`config.mk`:
```
export PLATFORM = sky130hd
export DESIGN_NAME = id_ex
export DESIGN_NICKNAME = d
export VERILOG_FILES = /design/src/rtl/id_ex_pkg.sv /design/src/rtl/id_ex_pipe_entry.sv /design/src/rtl/id_ex.sv
export SDC_FILE = /design/constraint.sdc
export NUM_CORES = 1
export LEC_CHECK = 0
export ABC_AREA = 1
export CELL_PAD_IN_SITES_DETAIL_PLACEMENT = 1
export CELL_PAD_IN_SITES_GLOBAL_PLACEMENT = 2
export CORE_UTILIZATION = 27
export CTS_BUF_LIST = sky130_fd_sc_hd__clkbuf_8
export CTS_CLUSTER_SIZE = 8
export DETAILED_ROUTE_END_ITERATION = 7
export PLACE_DENSITY_LB_ADDON = 0.08
export SKIP_LAST_GASP = 1
export SYNTH_ARGS = -nofsm -noshare
export SYNTH_HDL_FRONTEND = slang
export SYNTH_SLANG_ARGS = --single-unit
```
`constraint.sdc`:
```
create_clock -name clk -period 1.3 [get_ports clk]
set_input_delay 0.26 -clock clk [delete_from_list [all_inputs] [get_ports clk]]
set_output_delay 0.26 -clock clk [all_outputs]
set_load 0.01 [all_outputs]
```
`src/rtl/id_ex_pkg.sv`:
```
// id_ex_pkg: widths and bubble encoding shared by id, id_ex and ex
package id_ex_pkg;
  localparam int DATA_W = 32;
  localparam int REG_W = 5;
  localparam logic [31:0] INST_NOP = 32'h0000_0013;
endpackage

```
`src/rtl/id_ex_pipe_entry.sv`:
```
// id_ex_pipe_entry: valid bit plus payload register with load and clear
module id_ex_pipe_entry #(
  parameter int W = 8
) (
  input  logic         clk,
  input  logic         rst_n,
  input  logic         load,
  input  logic         clr,
  input  logic [W-1:0] d,
  output logic         valid,
  output logic [W-1:0] q
);
  always_ff @(posedge clk or negedge rst_n)
    if (!rst_n) begin
      valid <= 1'b0;
      q     <= '0;
    end else begin
      valid <= clr ? 1'b0 : load ? 1'b1 : valid;
      if (load) q <= d;
    end
endmodule

```
`src/rtl/id_ex.sv`:
```
// id_ex: decode-to-execute pipeline register with 2-entry skid buffer and flush
module id_ex
  import id_ex_pkg::*;
#(
  parameter int          DW       = DATA_W,
  parameter int          RW       = REG_W,
  parameter logic [31:0] NOP_INST = INST_NOP
) (
  input  logic          clk,
  input  logic          rst_n,
  input  logic          in_valid,
  output logic          in_ready,
  input  logic [DW-1:0] inst_i,
  input  logic [DW-1:0] inst_addr_i,
  input  logic [DW-1:0] op1_i,
  input  logic [DW-1:0] op2_i,
  input  logic [RW-1:0] rd_addr_i,
  input  logic          rd_wen_i,
  input  logic          flush,
  output logic          out_valid,
  input  logic          out_ready,
  output logic [DW-1:0] inst_o,
  output logic [DW-1:0] inst_addr_o,
  output logic [DW-1:0] op1_o,
  output logic [DW-1:0] op2_o,
  output logic [RW-1:0] rd_addr_o,
  output logic          rd_wen_o
);
  localparam int PW = 4 * DW + RW + 1;
  logic [PW-1:0] in_b, m_d, m_q, s_q;
  logic [DW-1:0] m_inst;
  logic m_valid, s_valid, m_wen, acc, con, m_load, m_clr, s_load, s_clr;
  assign in_b      = {inst_i, inst_addr_i, op1_i, op2_i, rd_addr_i, rd_wen_i};
  assign in_ready  = !s_valid;
  assign out_valid = m_valid;
  assign acc       = in_valid & in_ready;
  assign con       = m_valid & out_ready;
  // S only ever fills behind a full M, so a full S is always the next bundle for M
  always_comb begin
    m_d    = s_valid ? s_q : in_b;
    m_load = !flush & (m_valid ? con & (s_valid | acc) : acc);
    m_clr  = flush | (con & !s_valid & !acc);
    s_load = !flush & m_valid & !con & acc;
    s_clr  = flush | (con & s_valid);
  end
  id_ex_pipe_entry #(.W(PW)) u_m (
    .clk(clk), .rst_n(rst_n), .load(m_load), .clr(m_clr), .d(m_d), .valid(m_valid), .q(m_q)
  );
  id_ex_pipe_entry #(.W(PW)) u_s (
    .clk(clk), .rst_n(rst_n), .load(s_load), .clr(s_clr), .d(in_b), .valid(s_valid), .q(s_q)
  );
  assign {m_inst, inst_addr_o, op1_o, op2_o, rd_addr_o, m_wen} = m_q;
  assign inst_o   = m_valid ? m_inst : NOP_INST;
  assign rd_wen_o = m_valid & m_wen;
endmodule

```
==> results of run 1 <==
sequential cells by signal, indices dropped and copies added, names as in the netlist:
signal,cells
u_m.valid,1
u_m.q,134
u_s.q,134
u_s.valid,1
metrics by stage:
stage                     worst slack [ps]  instance area (µm²)  hold slack, ps
final                               -672.5                19860           96.32
after global routing                -718.9                19850           97.82
after CTS                           -690.5                18790           53.35
after detailed placement            -510.1                16520           151.1
after global placement              -509.0                16520           149.8
after floorplan                     -27.17                13170          -35.59
cell type report:
type / count / area share (%)
Multi-Input combinational cell: 1255 / 30.62
Clock buffer: 63 / 4.366
Timing Repair Buffer: 448 / 25.76
Clock inverter: 28 / 0.5419
Tap cell: 615 / 3.875
Inverter: 37 / 0.7246
Sequential cell: 270 / 34.05
Antenna cell: 5 / 0.06301
cell usage in the layout, fill, tap and decap left out, drive strengths merged:
master / count
a21oi: 1
buf: 296
bufbuf: 2
clkbuf: 75
clkdlybuf4s50: 137
clkinv: 2
dfrtp: 270
diode: 5
dlygate4sd3: 1
inv: 63
nand2: 1115
nand3: 136
nor2: 2
o21ai: 1
worst paths after layout:
path | to | slack [ps] | cells past startpoint
max | u_m.q[131] | -670 | 11
min | u_m.q[89] | 100 | 2
max reg2reg | u_m.q[131] | -670 | 11
min reg2reg | u_m.q[76] | 460 | 2
max in group asynchronous | u_s.q[15] | 550 | 3
min in group clk | u_s.q[61] | 200 | 3
what timing repair did:
action / CTS / global route
pin swaps: 38 / 75
hold endpoints to repair: 270 / 0
setup endpoints to repair: 406 / 406
setup buffers: 55 / 11
cloned: 28 / 12
hold buffers: 1 / 0
gates resized for setup: 747 / 243
power by group through the flow:
stage	logic, mW	clock network (mW)	registers, mW
CTS	6.70	8.50	11.7
detailed placement	6.09	0	11.8
floorplan	3.75	0	11.4
global placement	5.96	0	11.8
finish	7.13	8.14	11.8
global route	7.94	8.79	12.1
per-layer routing:
metal | up-vias | part of all wire [%] | global-route usage [%]
li1 | 5883 | - | -
met1 | 5987 | 45 | 27.05
met2 | 225 | 49 | 33.18
met3 | 75 | 4.1 | 3.637
met4 | 4 | 2.2 | 6.474
met5 | - | 0.061 | 0
critical path, delay by kind of cell (launching register included):
family | cells | cell delay (ps)
simple gates | 3 | 220
buf+inv | 7 | 1020
compound gates | 1 | 170
flops | 1 | 420
kinds of logic after synthesis:
| group | after synthesis |
|---|---|
| and+or+nand+nor | 1251 |
| DFF | 270 |
| buffers and inverters | 242 |
| AOI/OAI and AO/OA | 2 |
==> summary.json, run 1 <==
{
  "finish.utilization_pct": 41.50,
  "grt_start_max_net_pins": 60,
  "design.portCount": 275,
  "die_area_um2": 49590,
  "number_of_slew_limit_violations_in_the_final_report": 0,
  "timing.critical_path.mode_cell": "buf_12",
  "cell_variety_after_synth": 16,
  "report.power.total_mw": 27.10,
  "synth_area_in_compound_gates_pct": 0.1618,
  "worst-slew-pin-transition_ps": 352.1,
  "dp_hpwl_um": 30010,
  "route.antenna.remaining_nets": 0,
  "yosys_reg_bits": 270,
  "vias": 12174,
  "synth_flop_cell": "dfrtp_1",
  "final-seq-area_um2": 6761,
  "multi_input_area_um2": 6081,
  "synth-adder-area-share_pct": 0,
  "path_type_of_the_worst_setup_path": "flip-flop to flip-flop",
  "synthesis.yosys.warnings": 0,
  "critical-path-max-stage-delay_ps": 420,
  "critPathLaunchType": "flip-flop",
  "failed_checks": "setup timing",
  "cts.root.buffer_cell": "clkbuf_8",
  "power.switching_mw": 8.854,
  "most_frequently_used_cell_type_in_the_post_synthesis_netlist": "nand2_1",
  "synth_xor_area_share_pct": 0,
  "critPathMaxFanout": 8,
  "fp-row-count": 80,
  "min_path_type": "primary input to async pin",
  "syn-instance-count": 1765,
  "wire_length_of_the_first_global_routing_pass_um": 77450,
  "cts.sinks": 270,
  "timing.critical_path.to_type": "flip-flop",
  "power.leakage_nw": 10.90,
  "synthSimpleGateAreaFrac_pct": 37.16,
  "synth_nets": 1904,
  "die_height_um": 222.7,
  "power_per_cell_area_nw_per_um2": 1365,
  "power.combinational.fraction_pct": 26.3,
  "post-synth-top-area-fraction_pct": 51.38,
  "arrival_ps": 2470,
  "worst_clock_skew_ps": 14.43,
  "synth-edff-count": 0,
  "synth_commonest_cells": "nand2_1, dfrtp_1, nand3_1",
  "worst_r2r_startpoint": "u_m.valid",
  "async_reset_ff_share_pct": 100.0,
  "dp_cells": 2529,
  "cap_viol_max_count": 0,
  "drive_above_1_share_pct": 30.32,
  "clk_latency_ps": 620,
  "netlist.top_cell.by_area": "dfrtp_1",
  "setup_tns_ps": -190420,
  "dominant_combinational_cell_family_by_area_after_synthesis": "simple AND/OR/NAND/NOR gates",
  "nets": 2202,
  "grt_setup_unrepaired": "yes",
  "grt_pass1_vias": 12758,
  "run_status": "finished with violations",
  "cts_made_buffers": 51,
  "finalSetupViolations": 406,
  "final_wl_um": 51010,
  "place_congestion": 0.7240,
  "finalNonFillerCells": 2721,
  "synth.avg_cell_area_um2": 7.450,
  "drcViolationCount": 0,
  "grt_remaining_overflow": 0,
  "floorplan.initialDensity_pct": 27.48,
  "layout_min_cycle_time_ps": 1973,
  "data_required_time_of_the_critical_path_ps": 1800,
  "critical_path.slowest_cell": "dfrtp_2",
  "crit_start": "u_m.valid",
  "io_buffers": 274,
  "share_clk_of_total_power_pct": 30.0,
  "post-route-period-util_pct": 151.7,
  "synth_area_um2": 13150,
  "final_hold_viol_count": 0,
  "internal_dissipation_mw": 18.25,
  "timing.max_slew.rel_slack_pct": 76.53,
  "nFillCells": 5646,
  "p_sw_share_pct": 32.67,
  "gr-usage-all-layers_pct": 20.28,
  "seq_power_share_pct": 43.7,
  "drt-wirelength-per-cell_um": 18.75,
  "cts_tree": "done",
  "flow.area_growth_from_synthesis_pct": 51.01,
  "core_area_um2": 47850,
  "detail_route.vias_per_cell": 4.474,
  "number_of_design_rule_violations_left_by_the_first_detailed_router_iteration": 633,
  "drt_pre_antenna_iters": 7,
  "achievable-frequency_mhz": 507.0,
  "antenna_found_initial": 7,
  "ctsHtreeMaxLevel": 2,
  "yosys-mux-area-fraction_pct": 0,
  "synth-seq-area-share_pct": 51.38,
  "die_width_um": 222.7,
  "peakVddDrop_uv": 743.2,
  "clk_transition_reported_paths_ps": 60,
  "synth_top_cells_by_area": "dfrtp_1, nand2_1, buf_4, nand3_1, buf_2",
  "cts.path.max_buffers": 3,
  "worstPathCellList": "buf_12 -> buf_12 -> buf_16 -> buf_8 -> a21oi_4 -> buf_12 -> buf_12 -> nand2_8 -> clkbuf_16 -> nand2_1 -> nand2_1",
  "finalWorstSetupSlack_ps": -672.5
}
No activity file was read; power rests on OpenSTA's default activity.
==> inputs of run 2 (changes only) <==
SKIP_CTS_REPAIR_TIMING = 1   (was not set)
SLEW_MARGIN = 20   (was not set)
==> run 2 against run 1 <==
The run still ends with setup timing left; sequential power about the same; power decreased by 1.1%; non-clock buffer count is 2 higher; core utilization decreased by 1.1 points; cell area down 2.5%; worst hold slack better by 3.1 ps; global-route usage down 1.8 points; sequential share of layout area up 0.89 points; clock power hardly changed; count of clock-buffer cells in the layout stayed put; combinational power shrank 3.8%; largest cell class unchanged; highest routed layer unchanged.
==> summary.json, run 2 (synthesis gave the netlist of run 1 again) <==
{
  "cap_viol_max_count": {"value": 0, "change": "unchanged"},
  "place_congestion": {"value": 0.7240, "change": "unchanged"},
  "route.antenna.remaining_nets": {"value": 0, "change": "unchanged"},
  "number_of_design_rule_violations_left_by_the_first_detailed_router_iteration": {"value": 608, "change": "-3.9%"},
  "floorplan.initialDensity": {"value": 27.48, "unit": "%", "change": "unchanged"},
  "critical_path.slowest_cell": "dfrtp_2",
  "drt-wirelength-per-cell": {"value": 19.08, "unit": "µm", "change": "+1.8%"},
  "achievable-frequency": {"value": 546.9, "unit": "MHz", "change": "+7.9%"},
  "timing.critical_path.max_delay_family": "buffers and inverters",
  "cts.sinks": {"value": 270, "change": "unchanged"},
  "final_wl": {"value": 51950, "unit": "µm", "change": "+1.8%"},
  "timing.critical_path.to_type": "primary output",
  "finalWorstSetupSlack": {"value": -528.4, "unit": "ps", "change": "+144.2 ps"},
  "final_hold_viol_count": {"value": 0, "change": "unchanged"},
  "die_width": {"value": 222.7, "unit": "µm", "change": "unchanged"},
  "io_buffers": {"value": 274, "change": "unchanged"},
  "cts_tree": "done",
  "core_area": {"value": 47850, "unit": "µm²", "change": "unchanged"},
  "nFillCells": {"value": 5684, "change": "+0.67%"},
  "drive_above_1_share": {"value": 25.81, "unit": "%", "change": "-4.5 points"},
  "place_worst_setup_slack": {"value": -510.1, "unit": "ps", "change": "unchanged"},
  "critical_path_buf_inv_count": {"value": 4, "change": "-3"},
  "number_of_slew_limit_violations_in_the_final_report": {"value": 0, "change": "unchanged"},
  "power.leakage": {"value": 10.76, "unit": "nW", "change": "-1.3%"},
  "run_status": "finished with violations",
  "drcViolationCount": {"value": 0, "change": "unchanged"},
  "finalNonFillerCells": {"value": 2723, "change": "+0.074%"},
  "worstPathCellList": "buf_12 -> clkbuf_16 -> nand2_4 -> inv_2 -> buf_6",
  "wl_met2": {"value": 25200, "unit": "µm", "change": "+1.5%"},
  "layout_commonest_cell": "nand2_1",
  "flow.area_growth_from_synthesis_pct": 47.17,
  "dr.max_layer_used": "met5",
  "grt_start_max_net_pins": {"value": 60, "change": "unchanged"},
  "finalSetupViolations": {"value": 406, "change": "unchanged"},
  "peakVddDrop": {"value": 746.6, "unit": "µV", "change": "+0.45%"},
  "cts.root.buffer_cell": "clkbuf_8",
  "vias": {"value": 12121, "change": "-0.44%"},
  "reg2reg_depth": {"value": 9, "change": "-2"},
  "design.portCount": {"value": 275, "change": "unchanged"},
  "cts_made_buffers": {"value": 51, "change": "unchanged"},
  "clk_latency": {"value": 630, "unit": "ps", "change": "about the same"},
  "data_required_time_of_the_critical_path": {"value": 1040, "unit": "ps", "change": "-760 ps"},
  "layout_min_cycle_time": {"value": 1828, "unit": "ps", "change": "-144.2 ps"},
  "clk_transition_reported_paths": {"value": 60, "unit": "ps", "change": "about the same"},
  "detailroute.wirelength.met3": {"value": 1976, "unit": "µm", "change": "-6.2%"},
  "critPathLaunchType": "flip-flop",
  "die_area": {"value": 49590, "unit": "µm²", "change": "unchanged"},
  "critical_path_depth_in_cells": {"value": 5, "change": "-6"},
  "gr-usage-all-layers": {"value": 18.46, "unit": "%", "change": "-1.8 points"},
  "critical-path-max-stage-delay": {"value": 420, "unit": "ps", "change": "about the same"},
  "worst-slew-pin-transition": {"value": 331.2, "unit": "ps", "change": "-20.86 ps"},
  "die_height": {"value": 222.7, "unit": "µm", "change": "unchanged"},
  "detail_route.vias_per_cell": {"value": 4.451, "change": "-0.51%"},
  "antenna_found_initial": {"value": 6, "change": "-1"},
  "largestRegisters": "u_m.q: 134 flops, u_s.q: 134 flops",
  "mostFrequentLayoutCells": "nand2_1, dfrtp_1, clkdlybuf4s50_1",
  "dp_hpwl": {"value": 30010, "unit": "µm", "change": "unchanged"},
  "worst_clock_skew": {"value": 11.68, "unit": "ps", "change": "-2.745 ps"},
  "power_per_cell_area": {"value": 1385, "unit": "nW/µm²", "change": "+1.5%"},
  "timing.max_slew.rel_slack": {"value": 77.90, "unit": "%", "change": "+1.4 points"},
  "post-route-period-util": {"value": 140.6, "unit": "%", "change": "-11 points"},
  "grt_setup_unrepaired": "yes",
  "arrival": {"value": 1570, "unit": "ps", "change": "-900 ps"},
  "grt_remaining_overflow": {"value": 0, "change": "unchanged"},
  "failed_checks": "setup timing",
  "wl_met1": {"value": 23680, "unit": "µm", "change": "+3.3%"},
  "cts.path.max_buffers": {"value": 3, "change": "unchanged"},
  "ctsHtreeMaxLevel": {"value": 2, "change": "unchanged"},
  "fp-row-count": {"value": 80, "change": "unchanged"},
  "dp_cells": {"value": 2529, "change": "unchanged"},
  "drt_pre_antenna_iters": {"value": 4, "change": "-3"},
  "grt_pass1_vias": {"value": 12246, "change": "-4.0%"},
  "critPathMaxFanout": {"value": 6, "change": "-2"},
  "wire_length_of_the_first_global_routing_pass": {"value": 71640, "unit": "µm", "change": "-7.5%"},
  "nets": {"value": 2205, "change": "+0.14%"},
  "fin_worst_hold_slack": {"value": 99.42, "unit": "ps", "change": "+3.099 ps"},
  "path_type_of_the_worst_setup_path": "flip-flop to primary output",
  "min_path_type": "primary input to async pin"
}
run 2: cell count changes in the layout (fill, tap and decap cells not counted), sizes merged:
cell / previous run / this run
clkbuf: 75 / 191
dlymetal6s2s: 0 / 3
diode: 5 / 4
buf: 296 / 181
nand2: 1115 / 1116
bufbuf: 2 / 0
run 2: routing by layer:
layer | track usage (%) | vias to the layer above
met5 | 0 | -
met4 | 5.384 | 4
met3 | 3.637 | 73
met2 | 30.31 | 218
met1 | 24.51 | 5937
li1 | - | 5889
run 2: cell type report:
type | count | area [µm²] | share of cell area [%]
inverters | 37 | 146.4 | 0.7564
repair buffers | 450 | 4962 | 25.64
diodes | 4 | 10.01 | 0.05172
flip-flops and latches | 270 | 6761 | 34.94
clock inverters | 28 | 107.6 | 0.5560
clock buffers | 63 | 867.1 | 4.480
multi-input cells | 1256 | 5729 | 29.60
well taps | 615 | 769.5 | 3.976
run 2: final timing paths:
| kind | startpoint | end | slack, ps |
|---|---|---|---|
| min in group clk | inst_addr_i[0] | u_s.q[70] | 210 |
| max | u_m.valid | inst_o[19] | -530 |
| min reg2reg | u_m.q[105] | u_m.q[105] | 470 |
| max in group asynchronous | rst_n | u_m.q[21] | 560 |
| min | rst_n | u_m.q[89] | 100 |
| max reg2reg | u_m.valid | u_m.q[31] | -510 |
run 2: worst reg2reg max path, cell delays in order (launching register included):
cell and delay, ps:
dfrtp_2 420, buf_12 150, clkbuf_16 160, buf_8 140, a21oi_4 140, buf_12 200
nand2_8 150, clkbuf_16 230, nand2_2 70, nand2_1 50
run 2: per-stage QoR:
stage | power, mW | utilization, % | instance area (µm²) | TNS, ps
floorplan | 15.14 | - | 13170 | -929.8
detailed placement | 17.89 | 34.53 | 16520 | -134310
CTS | 26.29 | 36.57 | 17500 | -171520
global placement | 17.71 | 34.53 | 16520 | -132150
finish | 26.80 | 40.45 | 19350 | -141160
global route | 28.49 | 40.43 | 19350 | -165100
run 2: power by group:
| group | internal, mW | switching [mW] | total [mW] |
|---|---|---|---|
| registers | 10.5 | 1.32 | 11.8 |
| clock network | 4.32 | 3.83 | 8.15 |
| logic | 3.30 | 3.56 | 6.86 |
